<file path="config.mk">
export PLATFORM = sky130hd
export DESIGN_NAME = fb_arbiter
export DESIGN_NICKNAME = d
export VERILOG_FILES = /design/src/rtl/fb_arbiter.sv
export SDC_FILE = /design/constraint.sdc
export NUM_CORES = 1
export LEC_CHECK = 0
export BUFFER_PORTS_ARGS = -buffer_cell sky130_fd_sc_hd__buf_2
export CAP_MARGIN = 15
export CORE_MARGIN = 5
export CORE_UTILIZATION = 49
export CTS_CLUSTER_SIZE = 16
export DETAILED_ROUTE_END_ITERATION = 8
export HOLD_SLACK_MARGIN = 0.06
export PLACE_DENSITY = 0.76
export SYNTH_ARGS = -nofsm -noshare
export SYNTH_HDL_FRONTEND = slang
export SYNTH_SLANG_ARGS = --single-unit
</file>
<file path="constraint.sdc">
create_clock -name Clk -period 2.2 [get_ports Clk]
set_input_delay 0.11 -clock Clk [delete_from_list [all_inputs] [get_ports Clk]]
set_output_delay 0.11 -clock Clk [all_outputs]
set_load 0.03 [all_outputs]
</file>
<file path="src/rtl/fb_arbiter.sv">
// Double-buffered framebuffer arbiter: shares one SRAM port between
// VGA reads (priority) and queued renderer writes, with vsync-timed swap.
module fb_arbiter (
  input  logic        Clk,
  input  logic        Reset,
  input  logic        wr_req,
  input  logic [9:0]  wr_x,
  input  logic [9:0]  wr_y,
  input  logic [15:0] wr_data,
  output logic        wr_ready,
  input  logic        rd_req,
  input  logic [9:0]  rd_x,
  input  logic [9:0]  rd_y,
  output logic [15:0] rd_data,
  output logic        rd_valid,
  input  logic        frame_done,
  input  logic        vsync_start,
  output logic        render_enable,
  output logic        swap_pending,
  output logic        front_sel,
  output logic [19:0] sram_addr,
  output logic [15:0] sram_wdata,
  input  logic [15:0] sram_rdata,
  output logic        sram_ce_n,
  output logic        sram_oe_n,
  output logic        sram_we_n
);

  typedef enum logic [1:0] {
    RENDER,
    DRAIN,
    WAIT_VSYNC
  } state_t;

  state_t state, state_nx;

  logic [9:0]  fx [4];
  logic [9:0]  fy [4];
  logic [15:0] fd [4];
  logic [1:0]  wr_ptr, rd_ptr;
  logic [2:0]  count;

  logic rd_hit, wr_in, push, pop, swap;

  assign rd_hit   = rd_req && (rd_x < 10'd640) && (rd_y < 10'd480);
  assign wr_in    = (wr_x < 10'd640) && (wr_y < 10'd480);
  assign wr_ready = (count < 3'd4) && (state != WAIT_VSYNC);
  assign push     = wr_req && wr_ready && wr_in && !Reset;
  assign pop      = (count != 3'd0) && !rd_hit && !Reset;

  assign render_enable = (state == RENDER);
  assign swap_pending  = (state != RENDER);

  // Write FIFO storage and pointers; reset drops queued pixels.
  always_ff @(posedge Clk) begin
    if (Reset) begin
      wr_ptr <= '0;
      rd_ptr <= '0;
      count  <= '0;
    end else begin
      if (push) begin
        fx[wr_ptr] <= wr_x;
        fy[wr_ptr] <= wr_y;
        fd[wr_ptr] <= wr_data;
        wr_ptr     <= wr_ptr + 2'd1;
      end
      if (pop)
        rd_ptr <= rd_ptr + 2'd1;
      count <= count + {2'b0, push} - {2'b0, pop};
    end
  end

  // SRAM port mux: read wins, otherwise drain FIFO head, else idle.
  always_comb begin
    sram_ce_n  = 1'b1;
    sram_oe_n  = 1'b1;
    sram_we_n  = 1'b1;
    sram_addr  = '0;
    sram_wdata = '0;
    if (!Reset && rd_hit) begin
      sram_ce_n = 1'b0;
      sram_oe_n = 1'b0;
      sram_addr = {front_sel, rd_y[8:0], rd_x};
    end else if (pop) begin
      sram_ce_n  = 1'b0;
      sram_we_n  = 1'b0;
      sram_addr  = {~front_sel, fy[rd_ptr][8:0], fx[rd_ptr]};
      sram_wdata = fd[rd_ptr];
    end
  end

  // Read return: one cycle after the request, zero when out of range.
  always_ff @(posedge Clk) begin
    if (Reset) begin
      rd_valid <= 1'b0;
      rd_data  <= '0;
    end else begin
      rd_valid <= rd_req;
      if (rd_req)
        rd_data <= rd_hit ? sram_rdata : 16'h0;
    end
  end

  // Swap FSM next-state.
  always_comb begin
    state_nx = state;
    swap     = 1'b0;
    unique case (state)
      RENDER:
        if (frame_done)
          state_nx = DRAIN;
      DRAIN:
        if (count == 3'd0 && !push)
          state_nx = WAIT_VSYNC;
      WAIT_VSYNC:
        if (vsync_start) begin
          swap     = 1'b1;
          state_nx = RENDER;
        end
      default:
        state_nx = RENDER;
    endcase
  end

  // FSM state and displayed-buffer select.
  always_ff @(posedge Clk) begin
    if (Reset) begin
      state     <= RENDER;
      front_sel <= 1'b0;
    end else begin
      state     <= state_nx;
      front_sel <= front_sel ^ swap;
    end
  end

endmodule

</file>
# Word level (Yosys, flattened, before mapping)
# Memory sizes are Yosys's and may differ from the RTL's. A register that Yosys moved wholly into a read port is not among the register bits.
# Index checks and enable logic that the tools add are counted.
# Widths: inputs -> output; s select.
[word_totals] ff_bits=27 in_bits=78 mem_count=3 mem_bits_rw=144 output_inout_bits=60
[classes] n_lt_le_gt_ge=5 n_bitwise=2 n_mux=24 n_eq_ne=6 addsub=4 n_reduce_logical=19
[memory_table] memory="fd" words=4 width=16 rd=1 rd_ports_with_merged_regs=1 write_ports=1 line_no="39" rtl="logic [15:0] fd [4];"
[memory_table] memory="fx" words=4 width=10 rd=1 rd_ports_with_merged_regs=1 write_ports=1 line_no="37" rtl="logic [9:0] fx [4];"
[memory_table] memory="fy" words=4 width=10 rd=1 rd_ports_with_merged_regs=1 write_ports=1 line_no="38" rtl="logic [9:0] fy [4];"
[ops] op="$mux 16" count=3
[ops] op="$mux 20" count=2
[ops] op="$lt 10x10->1 const B" count=2
[ops] op="$lt 10x9->1 const B" count=2
[ops] op="$mux 2" count=9
[ops] op="$logic_and 1x1->1" count=11
[ops] op="$mux 1" count=9
[ops] op="$ne 2x2->1 const B" count=4
[ops] op="$pmux 2 s3" count=1
[ops] op="$add 2x1->2 const B" count=2
[ops] op="$add 3x1->3" count=1
[ops] op="$logic_not 1->1" count=3
[ops] op="$logic_not 3->1" count=1
[ops] op="$lt 3x3->1 const B" count=1
[ops] op="$reduce_and 3->1" count=1
[ops] op="$reduce_bool 3->1" count=1
[ops] op="$sub 3x1->3" count=1
[ops] op="$eq 2x1->1 const B" count=1
[ops] op="$eq 2x2->1 const B" count=1
[ops] op="$logic_not 2->1" count=1
[ops] op="$reduce_bool 2->1" count=1
[ops] op="$not 1->1" count=1
[ops] op="$xor 1x1->1" count=1

# Longest topological paths before layout
# Gate-level depths: netlist of the first run.
[depth] depth_word=9 depth_mapped=12 mapped_depth_nobuf=11

# Worst setup path before layout of the first run
# No wires, ideal clock.
[synth_timing] path_type="reg2reg" start="register count[2]" end="register count[2]" period_less_slack_ns=2.335 setup_ns=0.128 path_stages_with_launch=13 arrival_time_ns=2.207 required_time_ns=2.072 slack_ns=-0.135 path_buffers=1 cell_sequence="dfxtp_1 nor3_2 nor2_1 nand2_2 inv_2 clkbuf_1 ha_1 inv_1 ha_1 fa_1 xnor2_1 xnor2_1 nor2_1"
[synth_via] elab_chain_len=7 word_cells_on_any_way=10
[synth_rtl] element="start, declared" line_no="41" rtl="logic [2:0] count;"
[synth_rtl] element="start signal, assigned" line_no="69" rtl="count <= count + {2'b0, push} - {2'b0, pop};"
[synth_rtl] element="$lt 3x3->1" line_no="47" rtl="assign wr_ready = (count < 3'd4) && (state != WAIT_VSYNC);"
[synth_rtl] element="$logic_and 1x1->1" line_no="47"
[synth_rtl] element="$logic_and 1x1->1 (3 in series)" line_no="48" rtl="assign push = wr_req && wr_ready && wr_in && !Reset;"
[synth_rtl] element="$add 3x1->3" line_no="69"
[synth_rtl] element="$sub 3x1->3 (*)" line_no="69"
# Every way passes the cells marked *; elsewhere a longest branch is shown, timed or not.
# A chain may end at the register's enable or synchronous reset.

==> results of run 1 <==
-- through the flow --
step | hold WS, ns | utilization | setup slack (ns)
2_1_floorplan | 0.209 | - | -0.0499
3_3_place_gp | 0.319 | 0.574 | -0.125
3_5_place_dp | 0.329 | 0.574 | -0.215
4_1_cts | 0.0697 | 0.662 | 0.0140
5_1_grt | 0.106 | 0.665 | 0.0162
6_report | 0.0779 | 0.665 | 0.101
-- critical path, cell delays in order, from the launching register on --
cell,delay [ns]
dfxtp_2,0.40
buf_12,0.20
mux4_1,0.61
a22o_1,0.20
buf_2,0.17
-- cell usage in the layout (no fill, tap or decap), drive strengths merged, types with 4 or more instances in the layout --
cell type,count
nor2,9
and2,17
and3,5
a22o,35
clkbuf,25
dlygate4sd3,54
mux4,35
buf,152
dfxtp,29
clkinv,4
nand3,4
nand2,6
ha,6
nor2b,5
edfxtp,140
inv,10
o21ai,6
-- sequential cells by signal (all words and copies together) (netlist names), named ones only --
name	cells
count	3
fd	64
front_sel	1
fx	40
fy	36
rd_data	16
rd_ptr	2
rd_valid	1
state	2
wr_ptr	2
-- power groups by stage --
stage          combinational [W]  clock [W]  sequential (W)
2_1_floorplan            0.00169          0         0.00371
3_3_place_gp             0.00219          0         0.00372
3_5_place_dp             0.00222          0         0.00373
4_1_cts                  0.00232    0.00302         0.00366
5_1_grt                  0.00253    0.00317         0.00368
6_report                 0.00234    0.00296         0.00367
-- cell type report --
cell class	instances	area, sq um
tap	176	220
multi-input combinational	148	1650
timing repair buffer	207	1460
antenna	1	2.50
clock inverter	8	82.6
sequential	169	4790
clock buffer	24	526
inverter	10	37.5
fill	888	4420
-- worst min-delay path by stage --
stage / endpoint / slack (ns) / cells after the start
2_1_floorplan: fd[0][0] / 0.21 / 0
3_3_place_gp: fd[0][11] / 0.32 / 1
3_5_place_dp: fd[1][5] / 0.33 / 1
4_1_cts: count[1] / 0.07 / 3
5_1_grt: count[1] / 0.11 / 3
6_report: count[1] / 0.08 / 3
-- cell families after synthesis --
group                      Yosys count  share of synthesized area
and+or+nand+nor                     55                     0.0475
buffers and inverters               29                     0.0278
AOI/OAI and AO/OA                   46                     0.0557
muxes                               36                      0.122
DFF                                169                      0.727
adders and majority gates            7                     0.0145
xor gates and xnor gates             4                    0.00533
-- routing by layer --
layer  global-route usage  vias to the layer above  part of all wire
met5                    0                        -                 0
met4               0.0675                        0             0.018
met3               0.0517                       17             0.069
met2                0.322                      161              0.51
met1                0.229                     1981              0.40
li1                     -                     1801                 -
-- Yosys cell counts, drive strengths merged (2+ instances only) --
master / n
and3: 5
mux4: 35
nor2: 9
edfxtp: 140
nand2: 6
buf: 14
nand3: 4
clkbuf: 5
a21oi: 3
o21ai: 6
nand4: 2
inv: 10
nor2b: 5
nand2b: 3
xnor2: 3
dfxtp: 29
ha: 6
a22o: 35
and2: 17
-- timing repair --
action / CTS / global route
hold buffers: 54 / 0
gates cloned: 0 / 1
gates resized for setup: 2 / 4
endpoints found under the setup margin: 4 / 15
hold endpoints to repair: 160 / 0
pin swaps: 0 / 4
==> results.sh, run 1 <==
export IMPL_slew_headroom=0.276
export IMPL_drtPass1Iterations=4
export IMPL_reg2reg_depth=10
export IMPL_overflow=0
export IMPL_switchingPower_w=0.00253
export IMPL_drtIter0Drc=264
export IMPL_synth_area_sq_um=6580
export IMPL_grt_pass1_wl_um=22800
export IMPL_setup_violations=0
export IMPL_die_width_um=126
export IMPL_initial_utilization=0.499
export IMPL_clockBufferDepth=2
export IMPL_path_class="reg -> out"
export IMPL_htreeDepth=4
export IMPL_ios=138
export IMPL_antenna_found_initial=0
export IMPL_synthArstFlopShare=0
export IMPL_r2r_start="state[0]"
export IMPL_avgSynthCellArea_sq_um=19.0
export IMPL_hp_start="Reset"
export IMPL_maxSlewViolCount=0
export IMPL_fp_dieArea_sq_um=15800
export IMPL_drcViolationCount=0
export IMPL_design_area_sq_um=8770
export IMPL_power_w=0.00897
export IMPL_die_height_um=126
export IMPL_track_usage=0.187
export IMPL_core_area_sq_um=13200
export IMPL_synth_cell_types=35
export IMPL_cts_root_buf="clkbuf_16"
export IMPL_place_hpwl_um=8360
export IMPL_crit_required_ns=2.09
export IMPL_cap_violations=0
export IMPL_leakagePower_nw=3.29
export IMPL_regToRegEndpoint="count[2]"
export IMPL_synth_seq_cells=169
export IMPL_insertion_delay_ns=0.41
export IMPL_vias_per_cell=5.33
export IMPL_fin_tns_setup_ns=0
export IMPL_area_growth_pct=33.3
export IMPL_crit_path_start_kind="flip-flop"
export IMPL_worstPathMaxFanout=15
export IMPL_timing_final_crit_period_ns=2.10
export IMPL_cts_setup_buffers=0
export IMPL_r2r_slack_ns=0.15
export IMPL_synth_top_area_frac=0.639
export IMPL_place_congestion=0.898
export IMPL_hold_path_class="in -> reg"
export IMPL_core_rowCount=42
export IMPL_yosys_top_cells_area="edfxtp_1 64%, mux4_2 12%, dfxtp_1 8.8%, a22o_1 4.7%, and2_1 1.5%"
export IMPL_io_buffers=137
export IMPL_ys_flop_type="edfxtp_1"
export IMPL_fin_worst_skew_ns=0.00771
export IMPL_cts_tree="done"
export IMPL_status="completed"
export IMPL_clk_pin_slew_ns=0.06
export IMPL_dp_cells=655
export IMPL_synth_top_area_cell="edfxtp_1"
export IMPL_postPlaceCellArea_sq_um=7570
export IMPL_routed_wl_um=14400
export IMPL_grt_max_degree=38
export IMPL_syn_nets=431
export IMPL_fin_cells=743
export IMPL_clock_sinks=169
export IMPL_critical_path_arrival_ns=1.99
export IMPL_p_seq_frac=0.409
export IMPL_internal_power_w=0.00643
export IMPL_peakVddDrop_mv=0.744
export IMPL_p_clk_frac=0.330
export IMPL_cts_inserted_buffers=17
export IMPL_end_kind="output port"
export IMPL_yosysWarnings=0
export IMPL_worst_slew_pin_slew_ns=1.08
export IMPL_clock_fmax_mhz=476
export IMPL_netSwitchingFraction=0.282
export IMPL_routedWlPerCell_um=19.3
export IMPL_cp_endpoint="sram_addr[17]"
export IMPL_fin_crit_sh=0.954
export IMPL_powerDensity_nw_per_um2=1020
export IMPL_syn_inst=346
export IMPL_vias=3960
export IMPL_grt_pass1_vias=4241
export IMPL_rsz0062_at_grt="false"
export IMPL_drtAntennaViolNets=0
export IMPL_synth_edff_count=140
export IMPL_final_nets=638
export IMPL_p_comb_frac=0.261
export IMPL_hold_violations=0
export IMPL_synth_seq_area_share=0.727
export IMPL_drive_gt1_frac=0.415
Power figures use the tool's default switching activity.
==> run 2: changes to the inputs <==
--- a/config.mk
+++ b/config.mk
@@ -13,6 +13,7 @@
 export DETAILED_ROUTE_END_ITERATION = 8
 export HOLD_SLACK_MARGIN = 0.06
 export PLACE_DENSITY = 0.76
+export RECOVER_POWER = 50
 export SYNTH_ARGS = -nofsm -noshare
 export SYNTH_HDL_FRONTEND = slang
 export SYNTH_SLANG_ARGS = --single-unit
==> results.sh, run 2 (synthesis results as in run 1) <==
export IMPL_final_common_cell="edfxtp_1"
export IMPL_grt_max_degree=38
export IMPL_clk_pin_slew_ns=0.06
export IMPL_place_hpwl_um=8360
export IMPL_maxSlewViolCount=0
export IMPL_crit_required_ns=2.09
export IMPL_clock_fmax_mhz=476
export IMPL_fin_worst_skew_ns=0.00757
export IMPL_switchingPower_w=0.00254
export IMPL_p_comb_frac=0.259
export IMPL_core_rowCount=42
export IMPL_dp_cells=655
export IMPL_final_fill_count=922
export IMPL_status="completed"
export IMPL_timing_final_crit_period_ns=2.10
export IMPL_worst_slew_pin_slew_ns=1.08
export IMPL_slew_headroom=0.277
export IMPL_io_buffers=137
export IMPL_setup_violations=0
export IMPL_end_kind="output port"
export IMPL_cap_violations=0
export IMPL_overflow=0
export IMPL_internal_power_w=0.00641
export IMPL_core_area_sq_um=13200
export IMPL_drtIter0Drc=273
export IMPL_die_height_um=126
export IMPL_leakagePower_nw=3.11
export IMPL_multi_input_area_sq_um=1650
export IMPL_drcViolationCount=0
export IMPL_routed_wl_um=14400
export IMPL_insertion_delay_ns=0.42
export IMPL_htreeDepth=4
export IMPL_wl_met3_um=890
export IMPL_layout_common_cells="140 x edfxtp_1, 84 x buf_2, 57 x clkbuf_1"
export IMPL_final_util=0.659
export IMPL_wl_met2_um=7430
export IMPL_vias=3972
export IMPL_critical_path_arrival_ns=1.99
export IMPL_grt_pass1_wl_um=22800
export IMPL_path_class="reg -> out"
export IMPL_fin_tns_setup_ns=0
export IMPL_fin_cells=743
export IMPL_antenna_found_initial=0
export IMPL_drive_gt1_frac=0.320
export IMPL_cts_tree="done"
export IMPL_routedWlPerCell_um=19.3
export IMPL_fp_dieArea_sq_um=15800
export IMPL_clockBufferDepth=2
export IMPL_cts_setup_buffers=0
export IMPL_met1_length_um=5790
export IMPL_clock_sinks=169
export IMPL_drtPass1Iterations=4
export IMPL_hold_path_class="in -> reg"
export IMPL_seq_area_sq_um=4790
export IMPL_final_nets=638
export IMPL_drtAntennaViolNets=0
export IMPL_hold_violations=0
export IMPL_peakVddDrop_mv=0.740
export IMPL_grt_pass1_vias=4241
export IMPL_initial_utilization=0.499
export IMPL_cts_inserted_buffers=17
export IMPL_powerDensity_nw_per_um2=1030
export IMPL_worstPathMaxFanout=15
export IMPL_place_congestion=0.898
export IMPL_cts_root_buf="clkbuf_16"
export IMPL_area_growth_pct=32.2
export IMPL_vias_per_cell=5.35
export IMPL_ios=138
export IMPL_p_seq_frac=0.410
export IMPL_largest_register_ff_count=64
export IMPL_p_clk_frac=0.331
export IMPL_crit_path_start_kind="flip-flop"
export IMPL_netSwitchingFraction=0.284
export IMPL_top_layer_used="met4"
export IMPL_die_width_um=126
export IMPL_track_usage=0.187
export IMPL_largest_register="fd"
export IMPL_reg_top3="fd x64, fx x40, fy x36"
export IMPL_rsz0062_at_grt="false"
export IMPL_fin_crit_sh=0.954
==> run 2: cell types whose count changed in the layout (fill, tap and decap cells not counted), sizes merged <==
cell    before  now
clkbuf      25   79
buf        152   98
==> run 2: repair_timing <==
action / in CTS / in global routing
pin swaps: 0 / 4
hold buffers: 54 / 0
hold endpoints to repair: 160 / 0
setup endpoints to repair: 4 / 15
gates cloned: 0 / 1
gates resized for setup: 2 / 4
==> run 2: metrics by stage <==
step                instance area (sq um)  hold slack [ns]  power [W]  worst slack [ns]
detailed placement                   7570            0.329    0.00595            -0.215
finish                               8700           0.0770    0.00895             0.101
floorplan                            6620            0.209    0.00540           -0.0499
global placement                     7570            0.319    0.00591            -0.125
CTS                                  8730           0.0697    0.00900            0.0140
global route                         8700            0.106    0.00935            0.0162
==> run 2: power groups by stage <==
| stage | clock network (W) | registers [W] | logic [W] |
|---|---|---|---|
| CTS | 0.00302 | 0.00366 | 0.00232 |
| global route | 0.00317 | 0.00368 | 0.00250 |
| floorplan | 0 | 0.00371 | 0.00169 |
| finish | 0.00296 | 0.00367 | 0.00232 |
| global placement | 0 | 0.00372 | 0.00219 |
| detailed placement | 0 | 0.00373 | 0.00222 |
==> run 2: cell type report <==
cell class	instances	share of cell area
Sequential cell	169	0.551
Tap cell	176	0.0253
Antenna cell	1	0.000288
Clock buffer	24	0.0604
Timing Repair Buffer	207	0.160
Clock inverter	8	0.00949
Multi-Input combinational cell	148	0.190
Inverter	10	0.00432
==> run 2: final timing paths <==
path                                start            end  slack [ns]  depth (start not counted)
worst min-delay path                Reset       count[1]        0.08                          3
worst min register to register  rd_ptr[1]      flip-flop        0.47                          1
worst max register to register   state[0]       count[2]        0.15                         10
worst max-delay path            flip-flop  sram_addr[17]        0.10                          4
==> run 2: worst max-delay path, stage by stage, from the launching register on <==
cell,delay (ns)
dfxtp_2,0.40
buf_12,0.20
mux4_1,0.61
a22o_1,0.20
buf_2,0.17
==> run 2: metal layers <==
layer	global-route usage	vias up
met5	0	-
met2	0.322	151
met4	0.0675	0
li1	-	1800
met1	0.229	2002
met3	0.0517	19
